`config.mk`:
```
export PLATFORM = sky130hd
export DESIGN_NAME = mux4_rr_arbiter
export DESIGN_NICKNAME = d
export VERILOG_FILES = /design/src/rtl/mux4_arb_pkg.sv /design/src/rtl/mux4_bus.sv /design/src/rtl/mux4_rr_arbiter.sv
export SDC_FILE = /design/constraint.sdc
export NUM_CORES = 1
export LEC_CHECK = 0
export BUFFER_PORTS_ARGS = -buffer_cell sky130_fd_sc_hd__buf_2
export CORE_ASPECT_RATIO = 1.75
export CORE_MARGIN = 4
export CORE_UTILIZATION = 35
export CTS_CLUSTER_DIAMETER = 60
export DETAILED_ROUTE_END_ITERATION = 16
export PLACE_DENSITY = 0.82
export SLEW_MARGIN = 20
export SYNTH_ARGS = -nofsm -noshare
export SYNTH_HDL_FRONTEND = slang
export SYNTH_SLANG_ARGS = --single-unit
```
`constraint.sdc`:
```
create_clock -name clk -period 1.6 [get_ports clk]
set_input_delay 0.16 -clock clk [delete_from_list [all_inputs] [get_ports clk]]
set_output_delay 0.16 -clock clk [all_outputs]
set_load 0.01 [all_outputs]
```
`src/rtl/mux4_arb_pkg.sv`:
```
// Shared types and helpers for the 4-way round-robin bus arbiter.
//   state_t  : arbiter FSM state (IDLE / GRANT)
//   NREQ     : number of requesters (4)
//   IDX_W    : requester index width (2)
//   rr_pick  : round-robin search -> {found, idx}
package mux4_arb_pkg;

  localparam int NREQ  = 4;
  localparam int IDX_W = 2;

  typedef enum logic {IDLE = 1'b0, GRANT = 1'b1} state_t;

  // Search order is p+1, p+2, p+3, p (mod 4). Returns {found, idx}.
  function automatic logic [IDX_W:0] rr_pick(input logic [NREQ-1:0]  r,
                                             input logic [IDX_W-1:0] p);
    logic             found;
    logic [IDX_W-1:0] idx;
    logic [IDX_W-1:0] cand;
    found = 1'b0;
    idx   = '0;
    for (int i = 1; i <= NREQ; i++) begin
      cand = p + IDX_W'(i);
      if (!found && r[cand]) begin
        found = 1'b1;
        idx   = cand;
      end
    end
    return {found, idx};
  endfunction

endpackage

```
`src/rtl/mux4_bus.sv`:
```
// WIDTH-bit 4:1 bus mux built from per-bit mux4 cells.
//   mux4     : single-bit 4:1 mux cell (d[3:0], s[1:0] -> y)
//   mux4_bus : din0..din3 [WIDTH], sel [2] -> dout [WIDTH]
module mux4 (
  input  logic [3:0] d,
  input  logic [1:0] s,
  output logic       y
);
  assign y = d[s];
endmodule

module mux4_bus #(
  parameter int WIDTH = 16
) (
  input  logic [WIDTH-1:0] din0,
  input  logic [WIDTH-1:0] din1,
  input  logic [WIDTH-1:0] din2,
  input  logic [WIDTH-1:0] din3,
  input  logic [1:0]       sel,
  output logic [WIDTH-1:0] dout
);
  genvar b;
  generate
    for (b = 0; b < WIDTH; b++) begin : g_bit
      mux4 u_cell (
        .d ({din3[b], din2[b], din1[b], din0[b]}),
        .s (sel),
        .y (dout[b])
      );
    end
  endgenerate
endmodule

```
`src/rtl/mux4_rr_arbiter.sv`:
```
// Round-robin arbiter in front of a shared WIDTH-bit 4:1 bus mux.
// Ports:
//   clk, rst          clock, synchronous active-high reset
//   req[3:0]          per-requester request, held while data is available
//   din0..din3        requester data
//   out_ready         downstream accepts dout
//   gnt[3:0]          registered one-hot grant (0 = none)
//   sel[1:0]          registered mux select, index of the gnt bit
//   out_valid         dout valid (granted and requester still asserting)
//   dout              din[sel]
//   busy              FSM in GRANT
module mux4_rr_arbiter
  import mux4_arb_pkg::*;
#(
  parameter int WIDTH    = 16,
  parameter int MAX_HOLD = 4
) (
  input  logic             clk,
  input  logic             rst,
  input  logic [3:0]       req,
  input  logic [WIDTH-1:0] din0,
  input  logic [WIDTH-1:0] din1,
  input  logic [WIDTH-1:0] din2,
  input  logic [WIDTH-1:0] din3,
  input  logic             out_ready,
  output logic [3:0]       gnt,
  output logic [1:0]       sel,
  output logic             out_valid,
  output logic [WIDTH-1:0] dout,
  output logic             busy
);

  localparam int             HW        = (MAX_HOLD > 1) ? $clog2(MAX_HOLD) : 1;
  localparam logic [HW-1:0]  HOLD_LAST = HW'(MAX_HOLD - 1);

  state_t           state_q, state_d;
  logic [NREQ-1:0]  gnt_q, gnt_d;
  logic [IDX_W-1:0] sel_q, sel_d;
  logic [IDX_W-1:0] ptr_q, ptr_d;
  logic [HW-1:0]    hold_q, hold_d;

  logic             xfer;
  logic [NREQ-1:0]  others;
  logic [IDX_W:0]   pick;
  logic             release_now;

  assign out_valid = (state_q == GRANT) & req[sel_q];
  assign xfer      = out_valid & out_ready;
  // In IDLE gnt_q is zero, so this is simply req; in GRANT it excludes the owner.
  assign others    = req & ~gnt_q;
  assign pick      = rr_pick(others, ptr_q);
  // Tenure only expires on a completed beat, so sel cannot move under backpressure.
  assign release_now = ~req[sel_q] | (xfer & (hold_q == HOLD_LAST) & (|others));

  always_ff @(posedge clk) begin
    if (rst) begin
      state_q <= IDLE;
      gnt_q   <= '0;
      sel_q   <= '0;
      ptr_q   <= IDX_W'(NREQ - 1);
      hold_q  <= '0;
    end else begin
      state_q <= state_d;
      gnt_q   <= gnt_d;
      sel_q   <= sel_d;
      ptr_q   <= ptr_d;
      hold_q  <= hold_d;
    end
  end

  always_comb begin
    state_d = state_q;
    gnt_d   = gnt_q;
    sel_d   = sel_q;
    ptr_d   = ptr_q;
    hold_d  = hold_q;
    case (state_q)
      IDLE: begin
        if (pick[IDX_W]) begin
          state_d = GRANT;
          gnt_d   = NREQ'(1) << pick[IDX_W-1:0];
          sel_d   = pick[IDX_W-1:0];
          ptr_d   = pick[IDX_W-1:0];
          hold_d  = '0;
        end
      end
      GRANT: begin
        if (release_now) begin
          if (pick[IDX_W]) begin
            // Direct handover, no idle bubble.
            gnt_d  = NREQ'(1) << pick[IDX_W-1:0];
            sel_d  = pick[IDX_W-1:0];
            ptr_d  = pick[IDX_W-1:0];
            hold_d = '0;
          end else begin
            state_d = IDLE;
            gnt_d   = '0;
          end
        end else if (xfer && hold_q != HOLD_LAST) begin
          // Saturates at HOLD_LAST when uncontended; tenure continues.
          hold_d = hold_q + HW'(1);
        end
      end
      default: state_d = IDLE;
    endcase
  end

  assign gnt  = gnt_q;
  assign sel  = sel_q;
  assign busy = (state_q == GRANT);

  mux4_bus #(.WIDTH(WIDTH)) u_bus (
    .din0 (din0),
    .din1 (din1),
    .din2 (din2),
    .din3 (din3),
    .sel  (sel_q),
    .dout (dout)
  );

endmodule
```
; Word level (Yosys, flattened, before mapping)
; Index checks and enable logic that the tools add are counted.
[totals]
input_bits = 71
regBits = 11
wordCells = 105
[classes]
mux = 67
n_lt_le_gt_ge = 5
n_bitwise = 9
add_sub_neg = 4
n_reduce_logical = 9
eq_ne = 5
shifts = 1
[op_table]
columns = operator, count
row1 = binary-select mux 1 bit (select 2 bit), 21
row2 = two-way mux 1 bit, 27
row3 = two-way mux 2 bit, 11
row4 = "less-than comparator 2 x 3 -> 1 bit, second input constant", 5
row5 = two-way mux 4 bit, 3
row6 = case mux 2 bit (2 select lines), 3
row7 = case mux 4 bit (2 select lines), 1
row8 = "adder 2 x 1 -> 2 bit, second input constant", 2
row9 = "adder 2 bit, second input constant", 2
row10 = AND 1 bit, 4
row11 = AND 4 bit, 1
row12 = logical AND 1 bit, 4
row13 = "!= test 2 bit, second input constant", 2
row14 = inverter 4 bit, 1
row15 = OR reduction 4 bit, 1
row16 = "<< shifter 1 x 2 -> 4 bit, first input constant", 1
row17 = zero test 1 bit, 3
row18 = "!= test 3 x 1 -> 1 bit, second input constant", 1
row19 = "equality test 2 bit, second input constant", 1
row20 = "!= test 2 x 1 -> 1 bit, second input constant", 1
row21 = inverter 1 bit, 2
row22 = case mux 1 bit (2 select lines), 1
row23 = AND reduction 2 bit, 1
row24 = bitwise OR 1 bit, 1

; Logic depth before layout (Yosys ltp)
; Gate-level depths: netlist (run 1).
[logic_depth]
word_depth = 18
ltp_mapped = 6
ltp_nobuf = 6

; Modules after synthesis
; From an unflattened synthesis (run 1), not the netlist that was laid out.
[hier_totals]
hier_cells = 80
hier_area_um2 = 963.4
[by_module_without_submodules]
columns = mod, seq_area_each_um2, cells_each, area_each_um2, n_inst
row1 = mux4_rr_arbiter, 220.2, 64, 603.1, 1
row2 = mux4, 0.0, 1, 22.5, 16

; Worst setup path after synthesis (run 1)
; OpenSTA, ideal clock, no wires.
[synth_path]
kind = register to register
from = reg sel_q[0] (netlist: sel[0])
to = reg ptr_q[0]
slack_ns = -0.113
setup_ns = 0.120
t_arrival_ns = 1.592
t_required_ns = 1.480
stages_incl_launch_ff = 7
path_cell_list = dfxtp_1 > buf_6 > mux4_2 > nand3_2 > and2_4 > nor3b_2 > o21bai_1
[synth_via]
elab_chain_len = 8
[synth_lines]
columns = element, line
row1 = from (decl), mux4_rr_arbiter.sv:38  ; logic [IDX_W-1:0] sel_q, sel_d;
row2 = from (signal assigned), mux4_rr_arbiter.sv:65  ; sel_q <= sel_d;
row3 = binary-select mux 1 bit (select 2 bit) (*), "mux4_rr_arbiter.sv:47, mux4_rr_arbiter.sv:53"
row4 = two-way mux 1 bit (implied by the code) (*), "mux4_rr_arbiter.sv:47, mux4_rr_arbiter.sv:53"
row5 = AND 1 bit, mux4_rr_arbiter.sv:47  ; assign out_valid = (state_q == GRANT) & req[sel_q];
row6 = AND 1 bit, mux4_rr_arbiter.sv:48  ; assign xfer = out_valid & out_ready;
row7 = AND 1 bit (2 in series), mux4_rr_arbiter.sv:53  ; assign release_now = ~req[sel_q] | (xfer & (hold_q == HOLD_LAST) & (|others));
row8 = bitwise OR 1 bit (*), mux4_rr_arbiter.sv:53
row9 = != test 2 x 1 -> 1 bit (no line) (*), -
row10 = to (signal assigned), mux4_rr_arbiter.sv:60  ; ptr_q <= IDX_W'(NREQ - 1);
row11 = to (signal assigned), mux4_rr_arbiter.sv:66  ; ptr_q <= ptr_d;
row12 = to (decl), mux4_rr_arbiter.sv:39  ; logic [IDX_W-1:0] ptr_q, ptr_d;
; Every way passes the cells marked *; elsewhere a longest branch is shown, timed or not. The select of a mux whose other input is x is not followed.
; A chain may end at the register's enable or synchronous reset.

; Final worst setup path (run 1)
[layout_path]
from = reg sel_q[0] (netlist: sel[0])
to = out out_valid
[layout_via]
elab_chain_len = 3
[layout_lines]
columns = element, line
row1 = binary-select mux 1 bit (select 2 bit), mux4_rr_arbiter.sv:47
row2 = two-way mux 1 bit (implied by the code), mux4_rr_arbiter.sv:47
row3 = AND 1 bit, mux4_rr_arbiter.sv:47
row4 = to (decl), mux4_rr_arbiter.sv:28  ; output logic out_valid,
; No other way between the ends. The select of a mux whose other input is x is not followed.

==> results of run 1 <==
==> routing by layer <==
metal  part of all wire  vias to the layer above  GRT usage
li1                   -                      544          -
met1               0.30                      545      0.146
met2               0.56                       77      0.351
met3               0.11                       11     0.0521
met4              0.033                        0     0.0858
met5                  0                        -          0
==> area by class of cell <==
| type | count | area (um^2) | area share |
|---|---|---|---|
| repair buffers | 100 | 582 | 0.341 |
| clock buffers | 4 | 45.0 | 0.0264 |
| multi-input cells | 66 | 792 | 0.464 |
| well taps | 43 | 53.8 | 0.0315 |
| inverters | 2 | 10.0 | 0.00587 |
| flip-flops and latches | 11 | 224 | 0.131 |
==> worst register-to-register path, stage by stage (launching register included) <==
cell,delay [ns]
dfxtp_4,0.36
mux4_2,0.57
nand3_2,0.12
and2_4,0.17
nor3b_4,0.19
nor3_1,0.06
==> path summary, 6_finish.rpt <==
check                            endpoint  slack (ns)
worst max-delay path            out_valid       -0.02
worst min-delay path                 busy        0.24
worst max register to register     sel[0]        0.01
worst min register to register     gnt[0]        0.49
==> sequential cells by signal (all words and copies together), names as in the netlist <==
name    count
busy        1
hold_q      2
gnt         4
sel         2
ptr_q       2
==> through the flow <==
step / instances / instance area, um^2 / util / total power [uW] / hold slack (ns)
2_1_floorplan: 100 / 1130 / - / 1200 / 0.459
3_3_place_gp: 220 / 1530 / 0.493 / 1340 / 0.460
3_5_place_dp: 220 / 1530 / 0.493 / 1360 / 0.467
4_1_cts: 226 / 1620 / 0.522 / 1750 / 0.234
5_1_grt: 226 / 1710 / 0.549 / 1970 / 0.269
6_report: 226 / 1710 / 0.549 / 1860 / 0.242
==> power groups by stage <==
stage / clock network, uW / logic, uW / registers [uW]
after floorplan: 0 / 804 / 393
after global placement: 0 / 964 / 380
after detailed placement: 0 / 979 / 385
after CTS: 286 / 1080 / 384
after global routing: 300 / 1270 / 399
final: 277 / 1190 / 390
==> cell usage in the layout, fill, tap and decap left out, types with 2 or more instances in the layout <==
master,instances
buf_2,86
mux4_2,17
dfxtp_1,10
buf_6,9
nor2_1,8
a32o_1,5
nand2_1,4
nor3_1,4
buf_4,4
clkbuf_8,3
and2_4,2
nand2b_4,2
a21oi_1,2
o21bai_1,2
mux2i_1,2
==> cells by family (layout without fill, tap and decap cells) <==
family          after synthesis  after routing
fa+ha+maj                     1              1
flops                        11             11
mux                          19             19
simple gates                 31             31
compound gates               15             15
buf+inv                      23            106
==> what timing repair did <==
item | in CTS | in global routing
setup buffers | 2 | 1
endpoints found under the hold margin | 0 | 0
endpoints found under the setup margin | 17 | 25
pin swaps | 1 | 3
gates resized for setup | 15 | 17
==> out/qor.yml, run 1 <==
outcome: "complete, but fails checks"
violations: "setup timing"
cap_violations: 0
synth_area_leaders: "mux4_2 22%, dfxtp_1 20%, mux4_1 14%"
clock_sinks: 11
critPathMaxStageDelay_ns: 0.57
setup_viol: 6
required_ns: 1.44
crit_family: "multiplexers"
cts_hold_buf: 0
slew_headroom: 0.760
hold_class: "primary input to register"
dieArea_um2: 4220
drive_above_1_share: 0.743
fp.dieH_um: 83.0
end_kind: "output pin"
dp_slack_ns: 0.0136
synthArstFlopShare: 0
grt_util_all_layers: 0.177
synth-edff-count: 0
synthXorXnorAreaFrac: 0
p_clk_frac: 0.149
cp.arrival_ns: 1.46
area_growth_pct: 51.7
power_density_nw_per_um2: 1090
ff2ff_path_depth: 5
io_pins: 95
synthCells: 100
row_count: 27
synth_mux_area_frac: 0.378
tightest_slew_ns: 0.361
cts_tree: "built"
grt_max_degree: 19
fillerInstances: 313
synth_compound_area_frac: 0.116
period_minus_slack_ns: 1.62
ant_nets: 0
synth_top_family_by_area: "multiplexers"
grt_overflow: 0
rr_startpoint: "sel[0]"
coreArea_um2: 3110
grt_pass1_vias: 1280
yosys.area_share.adder: 0.0111
period_share: 1.01
yosysMostFrequentCell: "buf_4"
clk_path_buf_depth: 2
hold_start: "rst"
final.setup.tns_ns: -0.0517
start_util: 0.362
antenna_found_initial: 0
hold_viol: 0
p_int_uw: 1190
netlist_area_um2: 1120
worstPathCellList: "mux4_2, and2_4, buf_6"
path_clk_slew_ns: 0.05
viasPerCell: 5.21
drt-total-wl_um: 3790
grt_pass1_wl_um: 5750
crit_start: "sel[0]"
num_antenna_cells: 0
dp_hpwl_um: 3150
cpMaxStageDelayCell: "mux4_2"
yosys_warnings: 0
fmax_mhz: 618
synth_common_cells: "16 x buf_4, 11 x dfxtp_1, 11 x mux4_2"
fin_ws_ns: -0.0194
insertion_delay_ns: 0.24
gp_congestion: 0.796
synth-main-ff-cell: "dfxtp_1"
worstSetupPathType: "register to output pin"
cts_inserted_buffers: 3
netlist.area_leader.share: 0.220
synth.largest_area_cell: "mux4_2"
maxSlewViolCount: 0
synthSimpleGateAreaFrac: 0.160
pwr-share-comb: 0.641
dr.pass1.iters: 4
crit_path_start_kind: "register"
cts-root-buf: "clkbuf_8"
dieWidth_um: 50.9
port_buffers: 94
p_seq_frac: 0.210
crit_buf_inv: 1
switchingPower_uw: 670
switching_share: 0.360
ir_worst_vdd_uv: 847
fin_nets: 256
routedWlPerCell_um: 16.7
syn_area_per_cell_um2: 11.2
worst-path-stages: 3
grt_setup_unrepaired: "true"
synth_fp_nets: 172
critPathMaxFanout: 4
whs_path_depth: 2
finClkSkew_ns: 0.00369
drtIter0Drc: 13
drc: 0
via_count: 1177
cts_max_level: 1
synth_cell_type_count: 34
ys_seq_area_frac: 0.196
ys_seq_elements: 11
p_leak_uw: 0.000800
(Power assumes the default switching activity.)
==> run 2, diff against run 1 <==
--- a/config.mk
+++ b/config.mk
@@ -7,11 +7,12 @@
 export LEC_CHECK = 0
 export BUFFER_PORTS_ARGS = -buffer_cell sky130_fd_sc_hd__buf_2
 export CORE_ASPECT_RATIO = 1.75
-export CORE_MARGIN = 4
+export CORE_MARGIN = 2
 export CORE_UTILIZATION = 35
 export CTS_CLUSTER_DIAMETER = 60
 export DETAILED_ROUTE_END_ITERATION = 16
 export PLACE_DENSITY = 0.82
+export SETUP_SLACK_MARGIN = 0.05
 export SLEW_MARGIN = 20
 export SYNTH_ARGS = -nofsm -noshare
 export SYNTH_HDL_FRONTEND = slang
==> out/qor.yml, run 2 (synthesized netlist as in run 1, its figures left out) <==
crit_family: "multiplexers"
regArea_um2: 226  # +1.1%
dp_hpwl_um: 2910  # -7.7%
slew_headroom: 0.748  # -0.0118
crit_buf_inv: 1  # unchanged
layout_common_cells: "80 x buf_2, 17 x mux4_2, 16 x buf_6"
end_kind: "output pin"
crit_start: "sel[0]"
fp.dieH_um: 79.0  # -4.8%
via_count: 1215  # +3.2%
critPathMaxStageDelay_ns: 0.57  # about the same
hold_class: "primary input to register"
power_density_nw_per_um2: 1120  # +2.9%
cts_hold_buf: 0  # unchanged
routedWlPerCell_um: 16.2  # -3.5%
crit_path_start_kind: "register"
row_count: 27  # unchanged
violations: "setup timing"
fmax_mhz: 600  # -2.9%
setup_viol: 11  # +5
cts_max_level: 1  # unchanged
coreArea_um2: 3110  # unchanged
ir_worst_vdd_uv: 640  # -25%
fin_ws_ns: -0.0670  # -0.0476 ns
period_share: 1.04  # +0.0297
period_minus_slack_ns: 1.67  # +0.0476 ns
p_leak_uw: 0.000845  # +5.5%
clock_sinks: 11  # unchanged
finClkSkew_ns: 0.00251  # -0.00118 ns
placed_area_um2: 1580  # +2.9%
grt_max_degree: 19  # unchanged
area_growth_pct: 59.0
drt-total-wl_um: 3730  # -1.3%
dieArea_um2: 3700  # -12%
cts-root-buf: "clkbuf_8"
final_util: 0.575  # +0.0262
dr.pass1.iters: 4  # unchanged
gp_congestion: 0.867  # +8.8%
grt_pass1_vias: 1175  # -8.2%
fin_area_um2: 1790  # +4.8%
required_ns: 1.44  # about the same
maxSlewViolCount: 0  # unchanged
cp.arrival_ns: 1.51  # +0.05 ns
dieWidth_um: 46.9  # -7.9%
multiInputGateArea_um2: 777  # -1.9%
worstPathCellList: "mux4_2, and2_4, buf_6"
worstSetupPathType: "register to output pin"
cts_tree: "built"
hold_start: "rst"
clk_path_buf_depth: 2  # unchanged
critPathMaxFanout: 5  # +1
drive_above_1_share: 0.761  # +0.0175
fin_nets: 261  # +2.0%
antenna_found_initial: 0  # unchanged
outcome: "complete, but fails checks"
hold_viol: 0  # unchanged
start_util: 0.362  # unchanged
io_pins: 95  # unchanged
largest_reg_flops: 4  # unchanged
final.setup.tns_ns: -0.135  # -0.0828 ns
rr_startpoint: "sel[0]"
grt_pass1_wl_um: 4860  # -15%
dp_slack_ns: 0.0427  # +0.0291 ns
grt_util_all_layers: 0.180  # +0.00347
cpMaxStageDelayCell: "mux4_2"
grt_overflow: 0  # unchanged
port_buffers: 94  # unchanged
num_antenna_cells: 0  # unchanged
cap_violations: 0  # unchanged
fillerInstances: 283  # -9.6%
ant_nets: 0  # unchanged
drc: 0  # unchanged
drtIter0Drc: 24  # +11
cts_inserted_buffers: 3  # unchanged
grt_setup_unrepaired: "true"
viasPerCell: 5.26  # +0.99%
path_clk_slew_ns: 0.05  # about the same
mostFrequentLayoutCell: "buf_2"
tightest_slew_ns: 0.378  # +0.0178 ns
insertion_delay_ns: 0.24  # about the same
whs_ns: 0.226  # -0.0157 ns
## run 2: changes by cell type in the layout (fill, tap and decap cells not counted), sizes merged
cell    previous run  this run
buf              100       104
clkbuf             4         5
## run 2: where the power goes
part	switching (uW)	internal, uW
registers	64.4	336
logic	540	789
clock network	100	175
## run 2: through the flow
| step | cells | total power [uW] |
|---|---|---|
| after detailed placement | 225 | 1430 |
| after CTS | 229 | 1840 |
| after floorplan | 100 | 1200 |
| final | 231 | 2000 |
| after global placement | 225 | 1410 |
| after global routing | 231 | 2120 |
## run 2: worst paths after layout
check | to | slack, ns | depth (start not counted)
hold / removal | hold_q[0] | 0.23 | 2
setup / recovery | out_valid | -0.07 | 3
hold reg to reg | gnt[2] | 0.50 | 1
setup reg to reg | ptr_q[0] | -0.02 | 5
## run 2: timing repair
| item | 4_1_cts | 5_1_grt |
|---|---|---|
| cloned | 0 | 1 |
| buffers inserted | 0 | 1 |
| gates resized for setup | 21 | 19 |
| pin swaps | 1 | 7 |
| setup endpoints to repair | 20 | 27 |
## run 2: area by class of cell
cell class                      count  share of cell area
Sequential cell                    11               0.127
Multi-Input combinational cell     66               0.435
Tap cell                           43              0.0301
Inverter                            2             0.00420
Timing Repair Buffer              105               0.379
Clock buffer                        4              0.0252
## run 2: per-layer routing
metal | share of wire | GRT usage | wire length, um
met5 | 0 | 0 | 0
met4 | 0.016 | 0.0833 | 60
met3 | 0.14 | 0.0614 | 530
met2 | 0.53 | 0.341 | 1980
met1 | 0.31 | 0.152 | 1170
==> run 3, diff against run 2 <==
--- a/config.mk
+++ b/config.mk
@@ -6,12 +6,14 @@
 export NUM_CORES = 1
 export LEC_CHECK = 0
 export BUFFER_PORTS_ARGS = -buffer_cell sky130_fd_sc_hd__buf_2
+export CAP_MARGIN = 30
 export CORE_ASPECT_RATIO = 1.75
 export CORE_MARGIN = 2
 export CORE_UTILIZATION = 35
 export CTS_CLUSTER_DIAMETER = 60
 export DETAILED_ROUTE_END_ITERATION = 16
 export PLACE_DENSITY = 0.82
+export REMOVE_ABC_BUFFERS = 1
 export SETUP_SLACK_MARGIN = 0.05
 export SLEW_MARGIN = 20
 export SYNTH_ARGS = -nofsm -noshare
==> out/qor.yml, run 3 (synthesized netlist as in run 1, its figures left out) <==
outcome: "complete, but fails checks"
violations: "setup timing"
hold_start: "rst"
multiInputGateArea_um2: 808  # +4.0%
cts_inserted_buffers: 3  # unchanged
slew_headroom: 0.749  # +0.000930
cts_hold_buf: 0  # unchanged
period_minus_slack_ns: 1.68  # +0.00850 ns
cts-root-buf: "clkbuf_8"
dieArea_um2: 3700  # unchanged
power_density_nw_per_um2: 1140  # +1.9%
via_count: 1228  # +1.1%
grt_util_all_layers: 0.186  # +0.00537
whs_ns: 0.236  # +0.00998 ns
timing.rr.end: "hold_q[1]"
fmax_mhz: 597  # -0.51%
maxSlewViolCount: 0  # unchanged
fin_area_um2: 1880  # +5.3%
dp_hpwl_um: 2930  # +0.81%
fillerInstances: 259  # -8.5%
viasPerCell: 5.23  # -0.65%
grt_setup_unrepaired: "true"
fin_nets: 265  # +1.5%
worstSetupPathType: "register to output pin"
grt_pass1_vias: 1237  # +5.3%
fp.dieH_um: 79.0  # unchanged
p_leak_uw: 0.000879  # +4.0%
cp.arrival_ns: 1.52  # about the same
drtIter0Drc: 16  # -33%
regArea_um2: 226  # unchanged
tightest_slew_ns: 0.376  # -0.00191 ns
grt_max_degree: 19  # unchanged
hold_class: "primary input to register"
io_pins: 95  # unchanged
clk_path_buf_depth: 2  # unchanged
cts_max_level: 1  # unchanged
crit_top_cell: "buf_12"
required_ns: 1.44  # about the same
dieWidth_um: 46.9  # unchanged
drive_above_1_share: 0.781  # +0.0206
layout_common_cells: "77 x buf_2, 19 x buf_6, 17 x mux4_2"
hold_viol: 0  # unchanged
largest_reg_flops: 4  # unchanged
critPathMaxStageDelay_ns: 0.53  # -0.04 ns
final_util: 0.606  # +0.0306
dr.pass1.iters: 4  # unchanged
period_share: 1.05  # +0.00531
row_count: 27  # unchanged
end_kind: "output pin"
setup_viol: 18  # +7
cts_tree: "built"
num_antenna_cells: 0  # unchanged
placed_area_um2: 1550  # -1.5%
critPathMaxFanout: 9  # +4
cap_violations: 0  # unchanged
antenna_found_initial: 0  # unchanged
drt-total-wl_um: 4010  # +7.4%
area_growth_pct: 67.4
reg2reg_slack_ns: -0.02  # about the same
ant_nets: 0  # unchanged
clock_sinks: 11  # unchanged
whs_path_depth: 2  # unchanged
routedWlPerCell_um: 17.1  # +5.5%
path_clk_slew_ns: 0.05  # about the same
rr_startpoint: "sel[0]"
finClkSkew_ns: 0.00111  # -0.00140 ns
drc: 0  # unchanged
mostFrequentLayoutCell: "buf_2"
worstPathCellList: "buf_12, buf_12, mux4_2, buf_6"
port_buffers: 94  # unchanged
insertion_delay_ns: 0.24  # about the same
crit_path_start_kind: "register"
ir_worst_vdd_uv: 778  # +22%
power_uw: 2150  # +7.3%
gp_congestion: 0.910  # +5.0%
hold_end: "hold_q[0]"
start_util: 0.362  # unchanged
coreArea_um2: 3110  # unchanged
grt_pass1_wl_um: 5020  # +3.3%
ff2ff_path_depth: 5  # unchanged
grt_overflow: 0  # unchanged
cpMaxStageDelayCell: "mux4_2"
fin_ws_ns: -0.0755  # -0.00850 ns
## run 3: changes by cell type in the layout (fill, tap and decap cells not counted), sizes merged
| cell | delta |
|---|---|
| buf | +5 |
| clkbuf | -1 |
## run 3: where the power goes
part           internal [uW]  switching (uW)
Clock                    175             108
Sequential               335            64.1
Combinational            875             594
## run 3: area by class of cell
type                            count  area share
Tap cell                           43      0.0286
Timing Repair Buffer              109       0.394
Clock buffer                        4      0.0239
Inverter                            2     0.00399
Multi-Input combinational cell     66       0.429
Sequential cell                    11       0.120
## run 3: worst max-delay path by stage
stage / endpoint / cells past startpoint / startpoint
6_report: dout[9] / 4 / sel[0]
5_1_grt: hold_q[1] / 5 / sel[0]
4_1_cts: out_valid / 3 / sel[0]
3_5_place_dp: dout[9] / 3 / sel[0]
3_3_place_gp: dout[9] / 3 / sel[0]
2_1_floorplan: ptr_q[0] / 5 / sel[0]
## run 3: repair_timing
| action | CTS | global route |
|---|---|---|
| cloned | 1 | 0 |
| endpoints found under the setup margin | 25 | 27 |
| setup buffers | 3 | 4 |
| gates resized for setup | 33 | 18 |
| pin swaps | 4 | 3 |
| hold endpoints to repair | 0 | 0 |
## run 3: per-layer routing
metal	share of wire	vias to the layer above	global-route usage	wire [um]
met2	0.51	83	0.341	2030
li1	-	561	-	-
met1	0.32	574	0.150	1270
met3	0.15	10	0.0818	592
met4	0.029	0	0.0944	117
met5	0	-	0	0
## run 3: worst max-delay path: cells and delay by family, from the launching register on
kind                   cells  cell delay (ns)
multiplexers               1             0.53
buffers and inverters      3             0.38
flip-flops                 1             0.36
## run 3: per-stage QoR
step	cells	TNS, ns	setup slack [ns]
after floorplan	79	-8.11	-0.603
after global placement	223	0	0.0276
after detailed placement	223	-0.00354	-0.00354
after CTS	231	-0.259	-0.0724
after global routing	235	-1.81	-0.111
final	235	-0.939	-0.0755
